**src/rtl/clk_div_ctrl.sv**
```systemverilog
// clk_div_ctrl: run/stop and divisor-reconfiguration controller for the
// divided core clock. It produces a 50% duty clock whose half-period is
// div_active iCLK cycles. New divisors arrive over a valid/ready handshake
// and take effect only at a full-period boundary (the falling toggle) or
// while idle. Start and stop never produce a runt pulse.
module clk_div_ctrl #(
    parameter int CNT_W       = 4,
    parameter int DEFAULT_DIV = 4
) (
    input  logic             iCLK,
    input  logic             RST_N,
    input  logic             cfg_valid,
    input  logic [CNT_W-1:0] cfg_div,
    output logic             cfg_ready,
    input  logic             run_req,
    output logic             clk_out,
    output logic             clk_rise,
    output logic             running,
    output logic             cfg_err,
    output logic [CNT_W-1:0] div_active
);

    localparam logic [CNT_W-1:0] LP_ONE     = CNT_W'(1);
    localparam logic [CNT_W-1:0] LP_ZERO    = '0;
    localparam logic [CNT_W-1:0] LP_DEFAULT = CNT_W'(DEFAULT_DIV);

    // IDLE: clock parked low. RUN: clock toggling. DRAIN: stop requested
    // while high, so the high phase is allowed to finish at full length.
    typedef enum logic [1:0] {
        ST_IDLE  = 2'd0,
        ST_RUN   = 2'd1,
        ST_DRAIN = 2'd2
    } state_t;

    state_t           r_state;
    state_t           w_state_nxt;

    logic [CNT_W-1:0] r_cnt;
    logic [CNT_W-1:0] w_cnt_nxt;
    logic             r_clk;
    logic             w_clk_nxt;
    logic             r_rise;

    logic [CNT_W-1:0] r_div;
    logic [CNT_W-1:0] w_div_nxt;
    logic [CNT_W-1:0] r_pend_div;
    logic [CNT_W-1:0] w_pend_div_nxt;
    logic             r_pend_vld;
    logic             w_pend_vld_nxt;
    logic             r_err;
    logic             w_err_nxt;

    logic [CNT_W-1:0] w_div_m1;
    logic             w_last;
    logic             w_boundary;
    logic             w_apply;
    logic             w_xfer;

    // The counter never exceeds div_active-1, so reaching it marks the end
    // of the current half-period. A boundary is the end of a high phase.
    assign w_div_m1   = r_div - LP_ONE;
    assign w_last     = (r_cnt == w_div_m1);
    assign w_boundary = (r_state != ST_IDLE) && w_last && r_clk;
    assign w_apply    = r_pend_vld && ((r_state == ST_IDLE) || w_boundary);
    assign w_xfer     = cfg_valid && !r_pend_vld;

    // Next-state and waveform decision: counting, toggling and stop handling.
    always_comb begin
        w_state_nxt = r_state;
        w_cnt_nxt   = r_cnt;
        w_clk_nxt   = r_clk;

        case (r_state)
            ST_IDLE: begin
                w_cnt_nxt = LP_ZERO;
                w_clk_nxt = 1'b0;
                if (run_req) begin
                    w_state_nxt = ST_RUN;
                end
            end

            ST_RUN: begin
                if (!run_req && !r_clk) begin
                    w_state_nxt = ST_IDLE;
                    w_cnt_nxt   = LP_ZERO;
                    w_clk_nxt   = 1'b0;
                end else begin
                    if (w_last) begin
                        w_cnt_nxt = LP_ZERO;
                        w_clk_nxt = !r_clk;
                    end else begin
                        w_cnt_nxt = r_cnt + LP_ONE;
                    end
                    if (!run_req) begin
                        w_state_nxt = w_last ? ST_IDLE : ST_DRAIN;
                    end
                end
            end

            ST_DRAIN: begin
                if (w_last) begin
                    w_cnt_nxt   = LP_ZERO;
                    w_clk_nxt   = 1'b0;
                    w_state_nxt = run_req ? ST_RUN : ST_IDLE;
                end else begin
                    w_cnt_nxt = r_cnt + LP_ONE;
                    if (run_req) begin
                        w_state_nxt = ST_RUN;
                    end
                end
            end

            default: begin
                w_state_nxt = ST_IDLE;
                w_cnt_nxt   = LP_ZERO;
                w_clk_nxt   = 1'b0;
            end
        endcase

        if (w_apply) begin
            w_cnt_nxt = LP_ZERO;
        end
    end

    // Divisor handshake: park a nonzero divisor as pending, flag zero ones.
    always_comb begin
        w_div_nxt      = r_div;
        w_pend_div_nxt = r_pend_div;
        w_pend_vld_nxt = r_pend_vld;
        w_err_nxt      = 1'b0;

        if (w_apply) begin
            w_div_nxt      = r_pend_div;
            w_pend_vld_nxt = 1'b0;
        end

        if (w_xfer) begin
            if (cfg_div == LP_ZERO) begin
                w_err_nxt = 1'b1;
            end else begin
                w_pend_div_nxt = cfg_div;
                w_pend_vld_nxt = 1'b1;
            end
        end
    end

    // State register.
    always_ff @(posedge iCLK or negedge RST_N) begin
        if (!RST_N) begin
            r_state <= ST_IDLE;
        end else begin
            r_state <= w_state_nxt;
        end
    end

    // Counter, divided clock and its rise marker; reset kills the clock at once.
    always_ff @(posedge iCLK or negedge RST_N) begin
        if (!RST_N) begin
            r_cnt  <= LP_ZERO;
            r_clk  <= 1'b0;
            r_rise <= 1'b0;
        end else begin
            r_cnt  <= w_cnt_nxt;
            r_clk  <= w_clk_nxt;
            r_rise <= w_clk_nxt && !r_clk;
        end
    end

    // Active/pending divisor registers and the zero-divisor error pulse.
    always_ff @(posedge iCLK or negedge RST_N) begin
        if (!RST_N) begin
            r_div      <= LP_DEFAULT;
            r_pend_div <= LP_ZERO;
            r_pend_vld <= 1'b0;
            r_err      <= 1'b0;
        end else begin
            r_div      <= w_div_nxt;
            r_pend_div <= w_pend_div_nxt;
            r_pend_vld <= w_pend_vld_nxt;
            r_err      <= w_err_nxt;
        end
    end

    assign cfg_ready  = !r_pend_vld;
    assign clk_out    = r_clk;
    assign clk_rise   = r_rise;
    assign running    = (r_state != ST_IDLE);
    assign cfg_err    = r_err;
    assign div_active = r_div;

endmodule

```
**config.mk**
```make
export PLATFORM = sky130hd
export DESIGN_NAME = clk_div_ctrl
export DESIGN_NICKNAME = d
export VERILOG_FILES = /design/src/rtl/clk_div_ctrl.sv
export SDC_FILE = /design/constraint.sdc
export NUM_CORES = 1
export LEC_CHECK = 0
export ABC_AREA = 1
export BUFFER_PORTS_ARGS = -buffer_cell sky130_fd_sc_hd__buf_2
export CAP_MARGIN = 20
export CORE_ASPECT_RATIO = 0.8
export CORE_UTILIZATION = 40
export DETAILED_ROUTE_END_ITERATION = 16
export SYNTH_ARGS = -nofsm -noshare
export SYNTH_HDL_FRONTEND = slang
export SYNTH_SLANG_ARGS = --single-unit
```
**constraint.sdc**
```tcl
create_clock -name iCLK -period 2 [get_ports iCLK]
set_input_delay 0.5 -clock iCLK [delete_from_list [all_inputs] [get_ports iCLK]]
set_output_delay 0.5 -clock iCLK [all_outputs]
set_load 0.01 [all_outputs]
```
==> impl_results.md, run 1 <==
* Outcome: complete, no violations
* WL per Instance at 9.640 um
* Worst path max stage delay at 370 ps
* Mapped Area at 1027 sq um
* Req. time, crit path at 2210 ps
* Hold Worst Slack at 111.3 ps
* Synthesized instance count at 131
* DRC errors left at 0
* Share of layout cells above drive strength 1 at 22.88%
* Max-slew violations at 0
* Setup CP Type: reg2reg
* Syn nets at 146
* Share of the synthesized area in the top cell type at 41.41%
* Root Buffer: clkbuf_4
* CTS max path bufs at 2
* Nets at 169
* Sink Count at 18
* Hold-fix buffers, CTS at 0
* Vias in the first global route at 688
* Initial antenna violation count at 0
* Hold WC Path Type: in2async
* Slew of the pin with the lowest slew margin at 388.1 ps
* Vias at 811
* Final setup viols at 0
* Fillers at 260
* Grt total ovfl at 0
* Crit end category: flip-flop
* HPWL after DPL at 1.446 mm
* Setup WS post-layout at 154.8 ps
* Drt via density at 4.291
* Most used routing layer: met2
* Final ANT Viol Nets at 0
* GRT Util Overall at 14.38%
* Core area at 2442 sq um
* CP max stage cell: dfrtp_1
* Startpoint types: flip-flop
* Most area-hungry cell type in the Yosys netlist: dfrtp_1
* Fin. Hold Viols at 0
* Final cycle utilization of the critical path at 92.26%
* CP cell instances: inv_1 -> ha_1 -> xor2_1 -> nand2_1 -> nor2_4 -> nand2_2 -> ha_1 -> inv_1 -> nand2_1 -> a211oi_2
* Clk pin slew, worst setup/hold paths at 100 ps
* Pwr Density at 1287 nW/um^2
* Post-placement cell area at 1152 sq um
* R2R setup slack at 150 ps
* Worst skew pair latency at 290 ps
* First-pass DRT Iterations at 4
* DIE AREA at 2776 sq um
* Routability cong. at 0.7199
* Layout area overhead at 17.66%
* Die Ht at 47.33 um
* RSZ-0062 raised after global routing: false
* Count of state elements after synthesis at 18
* Final WL at 1.822 mm
* PortBufs at 16
* First DRT Iteration DRCs at 23
* Initial core utilization at 42.06%
* Post-route total power at 0.001555 W
* GR Layer Usage met2 at 22.30%
* Max_slew headroom at 74.12%
* Post-synthesis cell type count at 20
* First-pass GRT wire length at 2.918 mm
* # rows at 16
* M3 GR Usage at 4.959%
* Die span in x at 58.66 um
* CP max FO at 4
* Fin crit period at 1845 ps
* Htree depth at 1
* Seq/Total Area, Yosys at 43.97%
* Final TNS setup at 0 ps
* Final instance area at 1209 sq um
* Clock Skew at 5.378 ps
* MaxCap Viol Count at 0
* Synth area leaders: dfrtp_1 (41%), nand2_1 (16%), ha_1 (8.5%), inv_1 (6.6%), nand3_1 (4.9%)
* TritonCTS clock tree: done
* Largest net degree at the start of global routing at 19
* Syn Area/Cell at 7.841 sq um
* WP data arrival at 2060 ps
* IO Count at 17
* Post-place setup slack at 59.41 ps
* Fmax at 542.0 MHz
* Total CTS buffers at 3
* Met1 global-route usage at 19.80%
* Antenna Diode Count at 0
* Static Leak at 0.6870 nW
* IR Drop Worst-Case VDD at 0.5262 mV
* Yosys warning total at 0
path summary, 6_finish.rpt:
path | startpoint | end | depth (start not counted)
worst max-delay path | div_active[0] | clk_rise | 10
worst min-delay path | RST_N | div_active[3] | 1
worst max register to register | div_active[0] | clk_rise | 10
worst min register to register | r_pend_div[0] | div_active[0] | 2
max in group asynchronous | RST_N | div_active[2] | 1
min in group iCLK | cfg_valid | cfg_err | 3
power by group:
part           switching, W  internal [W]
sequential        0.0000951      0.000485
clock              0.000111      0.000111
combinational      0.000474      0.000280
layout by cell type (no fill, tap or decap), drive strengths merged:
master / n
clkbuf: 4
nand3: 11
nand4: 1
nand2: 50
xor2: 3
a211oi: 1
a21oi: 1
dfrtp: 17
dfstp: 1
o21ai: 6
ha: 7
xnor2: 2
buf: 18
nor2: 10
inv: 21
per-layer routing:
| layer | vias to the layer above | wire, um | share of wire, % |
|---|---|---|---|
| met2 | 19 | 780 | 43 |
| met5 | - | 0 | 0 |
| li1 | 445 | - | - |
| met3 | 0 | 90 | 4.9 |
| met4 | 0 | 0 | 0 |
| met1 | 347 | 952 | 52 |
stage by stage:
stage / cells / utilization, %
finish: 189 / 49.49
global route: 189 / 49.49
CTS: 187 / 48.67
detailed placement: 183 / 47.18
global placement: 183 / 47.18
floorplan: 131 / -
logic make-up (layout without fill, tap and decap cells):
logic type	count (synthesis)	after routing	synth area share, %
AOI/OAI and AO/OA	8	8	4.506
xor gates and xnor gates	5	5	4.264
adders and majority gates	7	7	8.526
buffers and inverters	21	43	7.917
DFF	18	18	43.97
and+or+nand+nor	72	72	30.82
critical path: cells and delay by family, from the launching register on:
kind,cells,cell delay [ps]
buffers and inverters,2,120
adder cells (fa/ha/maj),2,570
XOR/XNOR,1,150
flip-flops,1,370
AO/OA/AOI/OAI,1,190
AND/OR/NAND/NOR,4,360
state kept, by name, summed over array words and instances, names as in the netlist:
| signal | flops |
|---|---|
| cfg_err | 1 |
| r_pend_vld | 1 |
| r_cnt | 4 |
| clk_out | 1 |
| div_active | 4 |
| clk_rise | 1 |
| r_state | 2 |
| r_pend_div | 4 |
final cells by class:
type | instances | area (sq um) | area share, %
clock buffer | 4 | 36.28 | 3.002
sequential | 18 | 451.7 | 37.37
timing repair buffer | 18 | 95.09 | 7.867
tap | 36 | 45.04 | 3.727
inverter | 21 | 81.33 | 6.729
multi-input combinational | 92 | 499.2 | 41.30
timing repair:
action	4_1_cts	5_1_grt
setup buffers	0	2
endpoints found under the setup margin	0	2
gates resized for setup	0	1
cells in the mapped netlist (all sizes together):
master	number
o21ai	6
a21oi	1
nor2	10
xnor2	2
a211oi	1
inv	21
dfrtp	17
dfstp	1
xor2	3
ha	7
nand3	11
nand4	1
nand2	50
No activity file was read; power rests on OpenSTA's default activity.
==> run 2: changes to the inputs <==
- CELL_PAD_IN_SITES_DETAIL_PLACEMENT: default -> 0
- CELL_PAD_IN_SITES_GLOBAL_PLACEMENT: default -> 1
- PLACE_DENSITY_LB_ADDON: default -> 0.1
==> impl_results.md, run 2 (synthesis gave the netlist of run 1 again) <==
* Max_slew headroom at 73.55%
* GRT Util Overall at 16.10%
* Vias in the first global route at 720
* Nets at 169
* Hold WC Path Type: in2async
* Final setup viols at 0
* Max-slew violations at 0
* First DRT Iteration DRCs at 24
* Initial core utilization at 42.06%
* Crit end category: flip-flop
* Final cycle utilization of the critical path at 91.60%
* Area of the multi-input gates at 499.2 sq um
* Top Layer Used: met4
* Sink Count at 18
* Worst skew pair latency at 300 ps
* WL per Instance at 10.01 um
* IR Drop Worst-Case VDD at 0.5119 mV
* RSZ-0062 raised after global routing: false
* CP delay by family, top: adder cells
* Fin. Hold Viols at 0
* Vias at 829
* Total CTS buffers at 3
* Startpoint types: flip-flop
* Layout area overhead at 17.66%
* Worst path max stage delay at 370 ps
* DIE AREA at 2776 sq um
* IO Count at 17
* Final TNS setup at 0 ps
* WP data arrival at 2060 ps
* Static Leak at 0.6870 nW
* CP max stage cell: dfrtp_1
* Clk pin slew, worst setup/hold paths at 110 ps
* Fmax at 545.8 MHz
* Antenna Diode Count at 0
* Final ANT Viol Nets at 0
* MaxCap Viol Count at 0
* # rows at 16
* CP max FO at 4
* Slew of the pin with the lowest slew margin at 396.8 ps
* Most common cell after layout, fill and taps aside: nand2_1
* HPWL after DPL at 1.507 mm
* Fillers at 258
* Grt total ovfl at 0
* Routability cong. at 0.6856
* Setup CP Type: reg2reg
* DRC errors left at 0
* Fin crit period at 1832 ps
* Clock Skew at 11.32 ps
* Share of layout cells above drive strength 1 at 22.88%
* Root Buffer: clkbuf_4
* Hold-fix buffers, CTS at 0
* PortBufs at 16
* Met1 wire length at 1.003 mm
* WP buf/inv at 2
* Req. time, crit path at 2220 ps
* Die Ht at 47.33 um
* Drt via density at 4.386
* Pwr Density at 1297 nW/um^2
* Reg area at 451.7 sq um
* First-pass GRT wire length at 3.201 mm
* First-pass DRT Iterations at 4
* Met2 WL at 792 um
* Setup WS post-layout at 168.0 ps
* Core area at 2442 sq um
* Post-place setup slack at 104.3 ps
* Largest net degree at the start of global routing at 19
* TritonCTS clock tree: done
* Commonest cells after routing, fill and taps aside: nand2_1 (45), inv_1 (18), dfrtp_1 (17), buf_2 (16), nand3_1 (10)
* Initial antenna violation count at 0
* CP cell instances: inv_1 -> ha_1 -> xor2_1 -> nand2_1 -> nor2_4 -> nand2_2 -> ha_1 -> inv_1 -> nand2_1 -> a211oi_2
* Outcome: complete, no violations
* Met3 wire len at 81 um
* Htree depth at 1
* Die span in x at 58.66 um
* Final WL at 1.891 mm
* CTS max path bufs at 2
-- run 2: cell counts in the layout (fill, tap and decap cells not counted) --
No cell type changed its count.
-- run 2: report_power, final --
| group | leakage [nW] | switching [W] | total [W] | internal, W |
|---|---|---|---|---|
| logic | 0.433 | 0.000481 | 0.000763 | 0.000282 |
| clock network | 0.0210 | 0.000115 | 0.000226 | 0.000111 |
| registers | 0.233 | 0.0000933 | 0.000578 | 0.000485 |
-- run 2: metal layers --
metal	global-route usage [%]	up-vias
met5	0	-
met4	2.857	0
met3	5.785	2
met2	26.67	14
met1	20.88	365
li1	-	448
-- run 2: area by class of cell --
type	count	share of cell area [%]
Multi-Input combinational cell	92	41.30
Sequential cell	18	37.37
Timing Repair Buffer	18	7.867
Inverter	21	6.729
Tap cell	36	3.727
Clock buffer	4	3.002
-- run 2: worst paths after layout --
path / cells past startpoint / endpoint / start / slack, ps
setup reg to reg: 10 / clk_rise / div_active[0] / 170
hold / removal: 1 / div_active[3] / RST_N / 110
setup / recovery: 10 / clk_rise / div_active[0] / 170
min in group iCLK: 3 / cfg_err / cfg_valid / 440
hold reg to reg: 2 / div_active[1] / r_pend_div[1] / 470
max in group asynchronous: 1 / div_active[2] / RST_N / 1580
-- run 2: per-stage QoR --
step	cell area [sq um]	utilization, %	instances	power, W	hold WS (ps)
6_report	1209	49.49	189	0.001567	105.9
5_1_grt	1209	49.49	189	0.001741	113.7
4_1_cts	1189	48.67	187	0.001571	113.5
3_5_place_dp	1152	47.18	183	0.001332	455.2
3_3_place_gp	1152	47.18	183	0.001323	448.2
2_1_floorplan	1027	-	131	0.001133	204.4
-- run 2: timing repair --
item | in CTS | in global routing
buffers inserted | 0 | 2
gates resized for setup | 0 | 1
endpoints found under the setup margin | 0 | 2
==> run 3: changes to the inputs <==
- RECOVER_POWER: default -> 100
==> impl_results.md, run 3 (synthesis gave the netlist of run 1 again) <==
* Routability cong. at 0.6856
* Outcome: complete, no violations
* First DRT Iteration DRCs at 27
* Pwr Density at 1294 nW/um^2
* DRC errors left at 0
* Req. time, crit path at 2220 ps
* Clk pin slew, worst setup/hold paths at 110 ps
* HPWL after DPL at 1.507 mm
* Nets at 169
* Fin crit period at 1833 ps
* Hold WC Path Type: in2async
* Die Ht at 47.33 um
* CP max FO at 4
* Sink Count at 18
* Setup WS post-layout at 166.6 ps
* Hold-fix buffers, CTS at 0
* Slew of the pin with the lowest slew margin at 940.7 ps
* MaxCap Viol Count at 0
* DIE AREA at 2776 sq um
* Vias in the first global route at 720
* Drt via density at 4.376
* Htree depth at 1
* Initial antenna violation count at 0
* Final setup viols at 0
* Total CTS buffers at 3
* Final WL at 1.896 mm
* Final instance area at 1190 sq um
* Share of layout cells above drive strength 1 at 15.03%
* Clock Skew at 9.797 ps
* GRT Util Overall at 16.10%
* Area of the multi-input gates at 491.7 sq um
* Post-place setup slack at 104.3 ps
* Antenna Diode Count at 0
* TritonCTS clock tree: done
* Final cycle utilization of the critical path at 91.67%
* PortBufs at 16
* Final TNS setup at 0 ps
* Setup CP Type: reg2reg
* Fillers at 262
* Reg area at 451.7 sq um
* CTS max path bufs at 2
* Largest net degree at the start of global routing at 19
* RSZ-0062 raised after global routing: false
* # rows at 16
* Commonest cells after routing, fill and taps aside: nand2_1 (46), inv_1 (18), dfrtp_1 (17), nand3_1 (11)
* Root Buffer: clkbuf_4
* Post-route total power at 0.001540 W
* First-pass DRT Iterations at 4
* Grt total ovfl at 0
* Vias at 827
* Core area at 2442 sq um
* Worst skew pair latency at 300 ps
* Startpoint types: flip-flop
* Max-slew violations at 0
* WP data arrival at 2060 ps
* Most common cell after layout, fill and taps aside: nand2_1
* Hold Worst Slack at 309.3 ps
* Final ANT Viol Nets at 0
* Crit end category: flip-flop
* Static Leak at 0.6545 nW
* Post-placement cell area at 1152 sq um
* WL per Instance at 10.03 um
* Max_slew headroom at 37.29%
* First-pass GRT wire length at 3.201 mm
* Initial core utilization at 42.06%
* IR Drop Worst-Case VDD at 0.5003 mV
* Layout area overhead at 15.83%
* Die span in x at 58.66 um
* Fin. Hold Viols at 0
* Fmax at 545.4 MHz
* IO Count at 17
run 3: cell count changes in the layout (fill, tap and decap cells not counted), sizes merged:
cell / change
buf: -10
clkbuf: +10
run 3: critical path, cell delays in order (launching register included):
cell and delay [ps]:
dfrtp_1 370, inv_1 70, ha_1 300, xor2_1 160
nand2_1 110, nor2_4 100, nand2_2 80, ha_1 280
inv_1 50, nand2_1 70, a211oi_2 170
run 3: routing by layer:
metal | part of all wire, % | vias to the layer above | GRT usage (%) | wire (um)
met4 | 0.74 | 0 | 2.857 | 14
li1 | - | 449 | - | -
met5 | 0 | - | 0 | 0
met3 | 4.2 | 2 | 5.785 | 79
met1 | 53 | 362 | 20.88 | 1002
met2 | 42 | 14 | 26.67 | 799
run 3: final timing paths:
check | from | to | slack (ps) | cells past startpoint
max reg2reg | div_active[0] | clk_rise | 170 | 10
min reg2reg | r_pend_div[1] | div_active[1] | 480 | 2
max | div_active[0] | clk_rise | 170 | 10
min | RST_N | div_active[3] | 310 | 1
min in group iCLK | cfg_valid | cfg_err | 440 | 3
max in group asynchronous | RST_N | r_pend_vld | 1110 | 1
run 3: final cells by class:
cell class                      instances  area share (%)
Timing Repair Buffer                   18           7.045
Multi-Input combinational cell         92           41.32
Sequential cell                        18           37.96
Clock buffer                            4           3.049
Inverter                               21           6.835
Tap cell                               36           3.785
run 3: repair_timing:
| action | in CTS | in global routing |
|---|---|---|
| setup endpoints to repair | 0 | 2 |
| gates resized for setup | 0 | 1 |
| buffers inserted | 0 | 2 |
run 3: power by group:
group          switching (W)  total (W)  leakage, nW  internal, W
sequential         0.0000940   0.000576        0.233     0.000482
combinational       0.000474   0.000739        0.401     0.000265
clock               0.000114   0.000225       0.0210     0.000111
total               0.000682    0.00154        0.655     0.000858
run 3: stage by stage:
stage / utilization [%] / cells
after global placement: 47.18 / 183
after CTS: 48.67 / 187
after detailed placement: 47.18 / 183
after floorplan: - / 131
after global routing: 48.72 / 189
final: 48.72 / 189
